**src/rtl/suma_serie_nbits.sv**
```systemverilog
// Multi-cycle N-bit adder/subtractor. Each cycle a DIGIT-wide ripple of
// full-adder cells consumes one slice of the operands, LSB slice first, with
// the carry held in a register between slices.
//
// state | meaning
// IDLE  | waiting for start; last result held on So/Co/Ov
// RUN   | one slice per clock, counter selects the slice
module suma_serie_nbits #(
    parameter int WIDTH = 8,
    parameter int DIGIT = 1
) (
    input  logic             clk,
    input  logic             rst_n,
    input  logic             start,
    input  logic             Op,
    input  logic [WIDTH-1:0] A,
    input  logic [WIDTH-1:0] B,
    input  logic             Ci,
    output logic             busy,
    output logic             done,
    output logic [WIDTH-1:0] So,
    output logic             Co,
    output logic             Ov
);

    localparam int N  = WIDTH / DIGIT;
    localparam int CW = (N > 1) ? $clog2(N) : 1;

    if ((WIDTH % DIGIT) != 0) begin : g_bad_digit
        $error("suma_serie_nbits: DIGIT must divide WIDTH exactly");
    end
    if (WIDTH < 2) begin : g_bad_width
        $error("suma_serie_nbits: WIDTH must be at least 2");
    end

    typedef enum logic {
        IDLE = 1'b0,
        RUN  = 1'b1
    } state_t;

    state_t           state_q, state_d;
    logic             accept, last;
    logic [CW-1:0]    cnt_q;
    logic             carry_q;
    logic [WIDTH-1:0] a_q, b_q, acc_q;
    logic [WIDTH-1:0] so_q;
    logic             co_q, ov_q, done_q;

    logic [DIGIT-1:0] a_sl, b_sl, s_sl;
    logic [DIGIT:0]   c_ch;
    logic [WIDTH-1:0] acc_d;
    int               slice_base;

    // State register.
    always_ff @(posedge clk or negedge rst_n) begin
        if (!rst_n) begin
            state_q <= IDLE;
        end else begin
            state_q <= state_d;
        end
    end

    // Next state; start is only looked at in IDLE, so it is ignored while busy.
    always_comb begin
        state_d = state_q;
        accept  = 1'b0;
        last    = 1'b0;
        case (state_q)
            IDLE: begin
                if (start) begin
                    accept  = 1'b1;
                    state_d = RUN;
                end
            end
            RUN: begin
                if (cnt_q == CW'(N - 1)) begin
                    last    = 1'b1;
                    state_d = IDLE;
                end
            end
            default: state_d = IDLE;
        endcase
    end

    // Slice ripple: DIGIT full-adder cells fed from the carry register.
    // c_ch[DIGIT-1] is the carry into the MSB cell of the slice, which on the
    // final slice is the carry into the operand MSB used for overflow.
    always_comb begin
        slice_base = int'(cnt_q) * DIGIT;
        a_sl       = a_q[slice_base +: DIGIT];
        b_sl       = b_q[slice_base +: DIGIT];
        c_ch       = '0;
        s_sl       = '0;
        c_ch[0]    = carry_q;
        for (int i = 0; i < DIGIT; i++) begin
            s_sl[i]   = a_sl[i] ^ b_sl[i] ^ c_ch[i];
            c_ch[i+1] = (a_sl[i] & b_sl[i]) | (c_ch[i] & (a_sl[i] ^ b_sl[i]));
        end
        acc_d                         = acc_q;
        acc_d[slice_base +: DIGIT]    = s_sl;
    end

    // Operand capture on accept, slice accumulation while running.
    always_ff @(posedge clk or negedge rst_n) begin
        if (!rst_n) begin
            a_q     <= '0;
            b_q     <= '0;
            acc_q   <= '0;
            carry_q <= 1'b0;
            cnt_q   <= '0;
        end else if (accept) begin
            a_q     <= A;
            b_q     <= Op ? ~B : B;
            carry_q <= Op ? 1'b1 : Ci;
            cnt_q   <= '0;
        end else if (state_q == RUN) begin
            acc_q   <= acc_d;
            carry_q <= c_ch[DIGIT];
            cnt_q   <= cnt_q + CW'(1);
        end
    end

    // Result registers only change on the final slice, so partial sums never show.
    always_ff @(posedge clk or negedge rst_n) begin
        if (!rst_n) begin
            so_q   <= '0;
            co_q   <= 1'b0;
            ov_q   <= 1'b0;
            done_q <= 1'b0;
        end else begin
            done_q <= last;
            if (last) begin
                so_q <= acc_d;
                co_q <= c_ch[DIGIT];
                ov_q <= c_ch[DIGIT-1] ^ c_ch[DIGIT];
            end
        end
    end

    assign busy = (state_q == RUN);
    assign done = done_q;
    assign So   = so_q;
    assign Co   = co_q;
    assign Ov   = ov_q;

endmodule
```
**config.mk**
```make
export PLATFORM = sky130hd
export DESIGN_NAME = suma_serie_nbits
export DESIGN_NICKNAME = d
export VERILOG_FILES = /design/src/rtl/suma_serie_nbits.sv
export SDC_FILE = /design/constraint.sdc
export NUM_CORES = 1
export LEC_CHECK = 0
export ABC_AREA = 1
export CORE_MARGIN = 2
export CORE_UTILIZATION = 47
export DETAILED_ROUTE_END_ITERATION = 10
export GPL_TIMING_DRIVEN = 0
export PLACE_DENSITY = 0.87
export REMOVE_ABC_BUFFERS = 1
export SYNTH_ARGS = -nofsm -noshare
export SYNTH_HDL_FRONTEND = slang
export SYNTH_SLANG_ARGS = --single-unit
```
**constraint.sdc**
```tcl
create_clock -name clk -period 2.2 [get_ports clk]
set_input_delay 0.66 -clock clk [delete_from_list [all_inputs] [get_ports clk]]
set_output_delay 0.66 -clock clk [all_outputs]
set_load 0.01 [all_outputs]
```
==> results of run 1 <==
## power groups by stage
stage / Sequential, mW / Combinational (mW) / Clock [mW]
global placement: 1.34 / 1.69 / 0
CTS: 1.32 / 1.89 / 0.598
detailed placement: 1.35 / 1.75 / 0
floorplan: 1.33 / 1.21 / 0
global route: 1.39 / 2.63 / 0.616
finish: 1.34 / 2.35 / 0.591
## kinds of logic (layout without fill, tap and decap cells)
kind of cell | after synthesis | count (layout) | synth area share [%]
simple gates | 114 | 114 | 23.9
compound gates | 43 | 43 | 12.1
flops | 40 | 40 | 50.8
buf+inv | 23 | 62 | 5.65
xor+xnor | 9 | 9 | 4.00
fa+ha+maj | 5 | 5 | 3.56
## critical path: cells and delay by family (launching register included)
family / cells / cell delay [ns]
compound gates: 4 / 0.64
buf+inv: 1 / 0.15
simple gates: 4 / 0.47
flops: 1 / 0.45
fa+ha+maj: 1 / 0.52
## state kept, by name, indices dropped and copies added (netlist names)
signal	count
busy	1
carry_q	1
a_q	8
Co	1
cnt_q	3
Ov	1
So	8
b_q	8
done	1
acc_q	8
## layer usage
| layer | vias to the layer above | track usage (%) | part of all wire (%) | wire length (um) |
|---|---|---|---|---|
| met5 | - | 0 | 0 | 0 |
| li1 | 835 | - | - | - |
| met4 | 0 | 10.8 | 4.4 | 189 |
| met2 | 57 | 35.2 | 52 | 2240 |
| met1 | 828 | 22.7 | 39 | 1700 |
| met3 | 17 | 4.22 | 4.5 | 197 |
## cells in the mapped netlist
library cell and number:
xnor2_1 8, o22ai_1 3, fa_1 1, o21ai_0 29, nand3_2 1, ha_1 4, nor2_2 1, o221ai_1 1
nor2_1 18, nand2_1 75, o21ai_1 4, o21bai_1 3, o211ai_1 2, xor2_1 1, buf_6 1, nand3_1 14
clkbuf_8 1, nand4_1 2, nor3_2 1, nand2_2 2, o31ai_1 1, buf_2 6, inv_1 11, dfrtp_1 40
inv_2 4
## through the flow
stage / utilization [%] / total power [mW] / hold slack (ns) / instance area (um2) / cells
2_1_floorplan: - / 2.54 / 0.364 / 1910 / 226
3_3_place_gp: 57.0 / 3.03 / 0.458 / 2300 / 308
3_5_place_dp: 56.9 / 3.11 / 0.462 / 2290 / 308
4_1_cts: 60.4 / 3.81 / 0.482 / 2430 / 318
5_1_grt: 62.9 / 4.63 / 0.506 / 2530 / 323
6_report: 62.9 / 4.28 / 0.475 / 2530 / 323
## layout make-up
type | instances | area share (%)
sequential | 40 | 39.7
timing repair buffer | 39 | 14.7
multi-input combinational | 171 | 36.5
clock buffer | 6 | 2.86
clock inverter | 2 | 1.38
tap | 50 | 2.47
inverter | 15 | 2.42
## repair_timing
| action | in CTS | in global routing |
|---|---|---|
| buffers inserted | 2 | 4 |
| cloned | 0 | 1 |
| gates resized for setup | 7 | 28 |
| pin swaps | 2 | 12 |
| setup endpoints to repair | 16 | 17 |
## final timing paths
path	from	end	slack (ns)
min in group clk	So[1]	So[1]	0.48
min	rst_n	So[3]	0.48
max in group asynchronous	rst_n	busy	1.13
max	cnt_q[0]	acc_q[1]	-0.09
max reg2reg	cnt_q[0]	acc_q[1]	-0.09
min reg2reg	So[1]	So[1]	0.48
## placed cells by master, fill, tap and decap left out, types with 3 or more instances in the layout
cell type and n:
nand2_2 4, dfrtp_2 3, nand3_2 4, clkbuf_8 5, nor2_2 4, inv_2 3
nand3_1 11, buf_4 4, nor2_1 14, inv_1 11, o21ai_1 9, xnor2_1 8
o21bai_1 3, nand2_1 73, dfrtp_1 37, clkdlybuf4s50_1 31, o22ai_1 3, o21ai_0 19
ha_1 4, o21ai_2 5
==> results.sh, run 1 <==
export IMPL_grt_pass1_wl_um=6960
export IMPL_initial_core_util_pct=48.9
export IMPL_gr_total_overflow=0
export IMPL_detail_route_vias_per_cell=5.38
export IMPL_die_w_um=68.7
export IMPL_drtPass1Iterations=4
export IMPL_grt_max_degree=41
export IMPL_fin_skew_ns=0.00321
export IMPL_rsz0062_at_grt="yes"
export IMPL_finalSetupViolCount=13
export IMPL_min_path_type="in2async"
export IMPL_cp_slowest_cell="fa_1"
export IMPL_crit_required_ns=2.43
export IMPL_max_stage_delay_ns=0.52
export IMPL_yosysWarnings=0
export IMPL_endpoint_kind="register"
export IMPL_wire_per_inst_um=13.4
export IMPL_max_slew_margin_pct=42.1
export IMPL_netlist_instances=234
export IMPL_cp_common_cell="nand2_1"
export IMPL_grt_usage_pct=20.0
export IMPL_dieArea_mm2=0.00472
export IMPL_root_buffer="clkbuf_8"
export IMPL_core_mm2=0.00403
export IMPL_status="finished, violations left"
export IMPL_cts_buffer_depth=2
export IMPL_area_growth_pct=28.7
export IMPL_combPwrFrac_pct=54.8
export IMPL_p_per_area_mw_per_mm2=1690
export IMPL_yosysSeqAreaShare_pct=50.8
export IMPL_setup_ws_ns=-0.0863
export IMPL_drt_initial_drc_count=100
export IMPL_cp_cell_sequence="buf_6 > o21ai_0 > o211ai_1 > o21ai_2 > fa_1 > nor2_2 > nand2_2 > o31ai_4 > nand2_1 > nand2_1"
export IMPL_worst_pin_slew_ns=0.869
export IMPL_internal_power_mw=2.42
export IMPL_r2r_cells=10
export IMPL_fmax_mhz=437
export IMPL_hold_buffers=0
export IMPL_multi_input_area_um2=925
export IMPL_finalHoldViolCount=0
export IMPL_route_detailed_drc=0
export IMPL_routed_wl_um=4330
export IMPL_irDropWorstVdd_v=0.000619
export IMPL_p_sw_mw=1.86
export IMPL_cts_sinks=40
export IMPL_antenna_left=0
export IMPL_diodes=0
export IMPL_core_rowCount=23
export IMPL_ys_types=25
export IMPL_cp_max_fo=5
export IMPL_power_frac_clock_pct=13.8
export IMPL_die_y_um=68.7
export IMPL_sw_frac_of_total_pct=43.5
export IMPL_synth_area_leader_cell="dfrtp_1"
export IMPL_clk_pin_slew_worst_paths_ns=0.07
export IMPL_port_buffer_count=32
export IMPL_antenna_found_initial=0
export IMPL_cts_made_buffers=5
export IMPL_avgSynthCellArea_um2=8.42
export IMPL_pre_cts_ws_ns=-0.374
export IMPL_pin_count=33
export IMPL_cts_tree="yes"
export IMPL_drv_cap=0
export IMPL_gp_congestion=0.834
export IMPL_criticalPathCategory="reg2reg"
export IMPL_min_period_ns=2.29
export IMPL_vias=1737
export IMPL_final_nets=298
export IMPL_htreeDepth=2
export IMPL_nFillCells=351
export IMPL_post_dp_hpwl_um=2670
export IMPL_synth_top_cell_area_share_pct=50.8
export IMPL_drive_gt1_share_pct=15.4
export IMPL_synthTopCellsByArea="dfrtp_1 (51%), nand2_1 (14%), o21ai_0 (7.4%)"
export IMPL_grt_pass1_vias=1679
export IMPL_timing_final_crit_share_pct=104
export IMPL_pwr_share_seq_pct=31.4
export IMPL_crit_arrival_ns=2.52
export IMPL_tns_ns=-0.629
export IMPL_syn_area_mm2=0.00197
export IMPL_clk_latency_ns=0.29
export IMPL_power_leakage_nw=1.18
export IMPL_area_sequential_mm2=0.00100
export IMPL_ys_ff_latch=40
export IMPL_critPathLaunchType="register"
export IMPL_maxSlewViolCount=0
export IMPL_violations="setup timing"
Note: power is estimated with default switching activity, not from simulation.
==> inputs of run 2 (changes only) <==
Settings changed: PLACE_DENSITY 0.87 to 0.75.
==> results.sh, run 2 (synthesis gave the netlist of run 1 again) <==
export IMPL_status="completed"
export IMPL_post_dp_hpwl_um=2580
export IMPL_finalHoldViolCount=0
export IMPL_rsz0062_at_grt="yes"
export IMPL_cp_common_cell="nand2_1"
export IMPL_initial_core_util_pct=48.9
export IMPL_fin_area_mm2=0.00251
export IMPL_crit_arrival_ns=2.43
export IMPL_holdWs_ns=0.478
export IMPL_pwr_share_seq_pct=33.1
export IMPL_crit_required_ns=2.43
export IMPL_finalSetupViolCount=0
export IMPL_criticalPathCategory="reg2reg"
export IMPL_cts_made_buffers=5
export IMPL_cts_sinks=40
export IMPL_antenna_found_initial=0
export IMPL_fmax_mhz=455
export IMPL_cp_cell_sequence="buf_4 > nor2_1 > o21ai_1 > o211ai_1 > o21ai_2 > fa_1 > nor2_2 > nand2_2 > o31ai_4 > nand2_1 > nand2_1"
export IMPL_grt_pass1_vias=1571
export IMPL_drv_cap=0
export IMPL_dieArea_mm2=0.00472
export IMPL_worst_pin_slew_ns=0.860
export IMPL_combPwrFrac_pct=54.6
export IMPL_min_path_type="in2async"
export IMPL_power_frac_clock_pct=12.4
export IMPL_min_period_ns=2.20
export IMPL_wire_per_inst_um=12.2
export IMPL_cp_slowest_cell="fa_1"
export IMPL_irDropWorstVdd_v=0.000806
export IMPL_layout_common_cells="nand2_1 (74), dfrtp_1 (37), clkdlybuf4s50_1 (31)"
export IMPL_tns_ns=0
export IMPL_clk_pin_slew_worst_paths_ns=0.08
export IMPL_routed_wl_um=3970
export IMPL_endpoint_kind="register"
export IMPL_max_slew_margin_pct=42.7
export IMPL_die_y_um=68.7
export IMPL_rr_endpoint="So[1]"
export IMPL_wl_met2_um=1910
export IMPL_vias=1652
export IMPL_power_mw=4.05
export IMPL_crit_start="cnt_q[1]"
export IMPL_clk_latency_ns=0.29
export IMPL_p_per_area_mw_per_mm2=1610
export IMPL_drt_initial_drc_count=74
export IMPL_htreeDepth=2
export IMPL_dr_wl_met3_um=209
export IMPL_final_nets=300
export IMPL_fin_skew_ns=0.00588
export IMPL_r2r_start="cnt_q[1]"
export IMPL_drt_met1_wl_um=1830
export IMPL_antenna_left=0
export IMPL_drive_gt1_share_pct=14.2
export IMPL_critPathLaunchType="register"
export IMPL_route_detailed_drc=0
export IMPL_core_mm2=0.00403
export IMPL_gr_total_overflow=0
export IMPL_hold_buffers=0
export IMPL_cp_max_fo=6
export IMPL_grt_pass1_wl_um=6820
export IMPL_pre_cts_ws_ns=-0.352
export IMPL_dpl_instance_area_mm2=0.00229
export IMPL_core_rowCount=23
export IMPL_drtPass1Iterations=4
export IMPL_area_growth_pct=27.6
export IMPL_highest_layer="met4"
export IMPL_sw_frac_of_total_pct=43.0
export IMPL_cp_endpoint="So[1]"
export IMPL_grt_max_degree=41
export IMPL_max_stage_delay_ns=0.52
export IMPL_power_leakage_nw=1.18
export IMPL_grt_usage_pct=19.2
export IMPL_root_buffer="clkbuf_8"
export IMPL_rrSetupSlack_ns=0.002
export IMPL_cts_tree="yes"
export IMPL_maxSlewViolCount=0
export IMPL_final_common_cell="nand2_1"
export IMPL_pin_count=33
export IMPL_die_w_um=68.7
export IMPL_internal_power_mw=2.31
export IMPL_detail_route_vias_per_cell=5.08
export IMPL_nFillCells=367
export IMPL_cts_buffer_depth=2
export IMPL_setup_ws_ns=0.00230
export IMPL_p_sw_mw=1.74
export IMPL_port_buffer_count=32
export IMPL_timing_final_crit_share_pct=99.9
export IMPL_gp_congestion=0.848
export IMPL_r2r_cells=11
export IMPL_diodes=0
[run 2: cell types whose count changed in the layout (fill, tap and decap cells not counted), sizes merged]
| cell | before | now |
|---|---|---|
| buf | 8 | 10 |
| clkinv | 2 | 1 |
| clkbuf | 6 | 8 |
| bufinv | 1 | 0 |
[run 2: power by group through the flow]
| stage | sequential, mW | combinational (mW) | clock, mW |
|---|---|---|---|
| after floorplan | 1.33 | 1.21 | 0 |
| after global placement | 1.34 | 1.71 | 0 |
| after detailed placement | 1.36 | 1.75 | 0 |
| after CTS | 1.33 | 1.88 | 0.513 |
| after global routing | 1.38 | 2.52 | 0.536 |
| final | 1.34 | 2.21 | 0.501 |
[run 2: worst max-delay path, delay by kind of cell, from the launching register on]
family | cells | cell delay (ns)
buffers and inverters | 1 | 0.16
AOI/OAI and AO/OA | 4 | 0.51
DFF | 1 | 0.45
adders and majority gates | 1 | 0.52
and+or+nand+nor | 5 | 0.51
[run 2: timing repair]
action,4_1_cts,5_1_grt
setup buffers,3,6
pin swaps,2,12
hold endpoints to repair,0,0
resized for setup,7,23
endpoints found under the setup margin,16,17
[run 2: worst min path at each step]
stage / from / to / slack [ns] / depth (start not counted)
after global placement: a_q[5] / a_q[5] / 0.46 / 2
after detailed placement: a_q[6] / a_q[6] / 0.46 / 2
after CTS: a_q[6] / a_q[6] / 0.48 / 2
final: rst_n / So[1] / 0.48 / 1
after global routing: a_q[0] / a_q[0] / 0.50 / 2
after floorplan: rst_n / Co / 0.36 / 0
[run 2: final cells by class]
type	count	area (um2)	share of cell area (%)
timing repair buffer	41	390	15.5
inverter	15	61.3	2.44
multi-input combinational	171	903	36.0
clock buffer	8	90.1	3.59
sequential	40	1000	40.0
tap	50	62.6	2.49
[run 2: per-stage QoR]
step | cells | utilization, %
final | 325 | 62.4
after global placement | 308 | 57.0
after detailed placement | 308 | 56.9
after global routing | 325 | 62.4
after CTS | 319 | 60.1
after floorplan | 226 | -
[run 2: layer usage]
metal,track usage (%),vias up
li1,-,840
met1,23.4,759
met2,34.3,49
met3,5.03,4
met4,3.92,0
met5,0,-
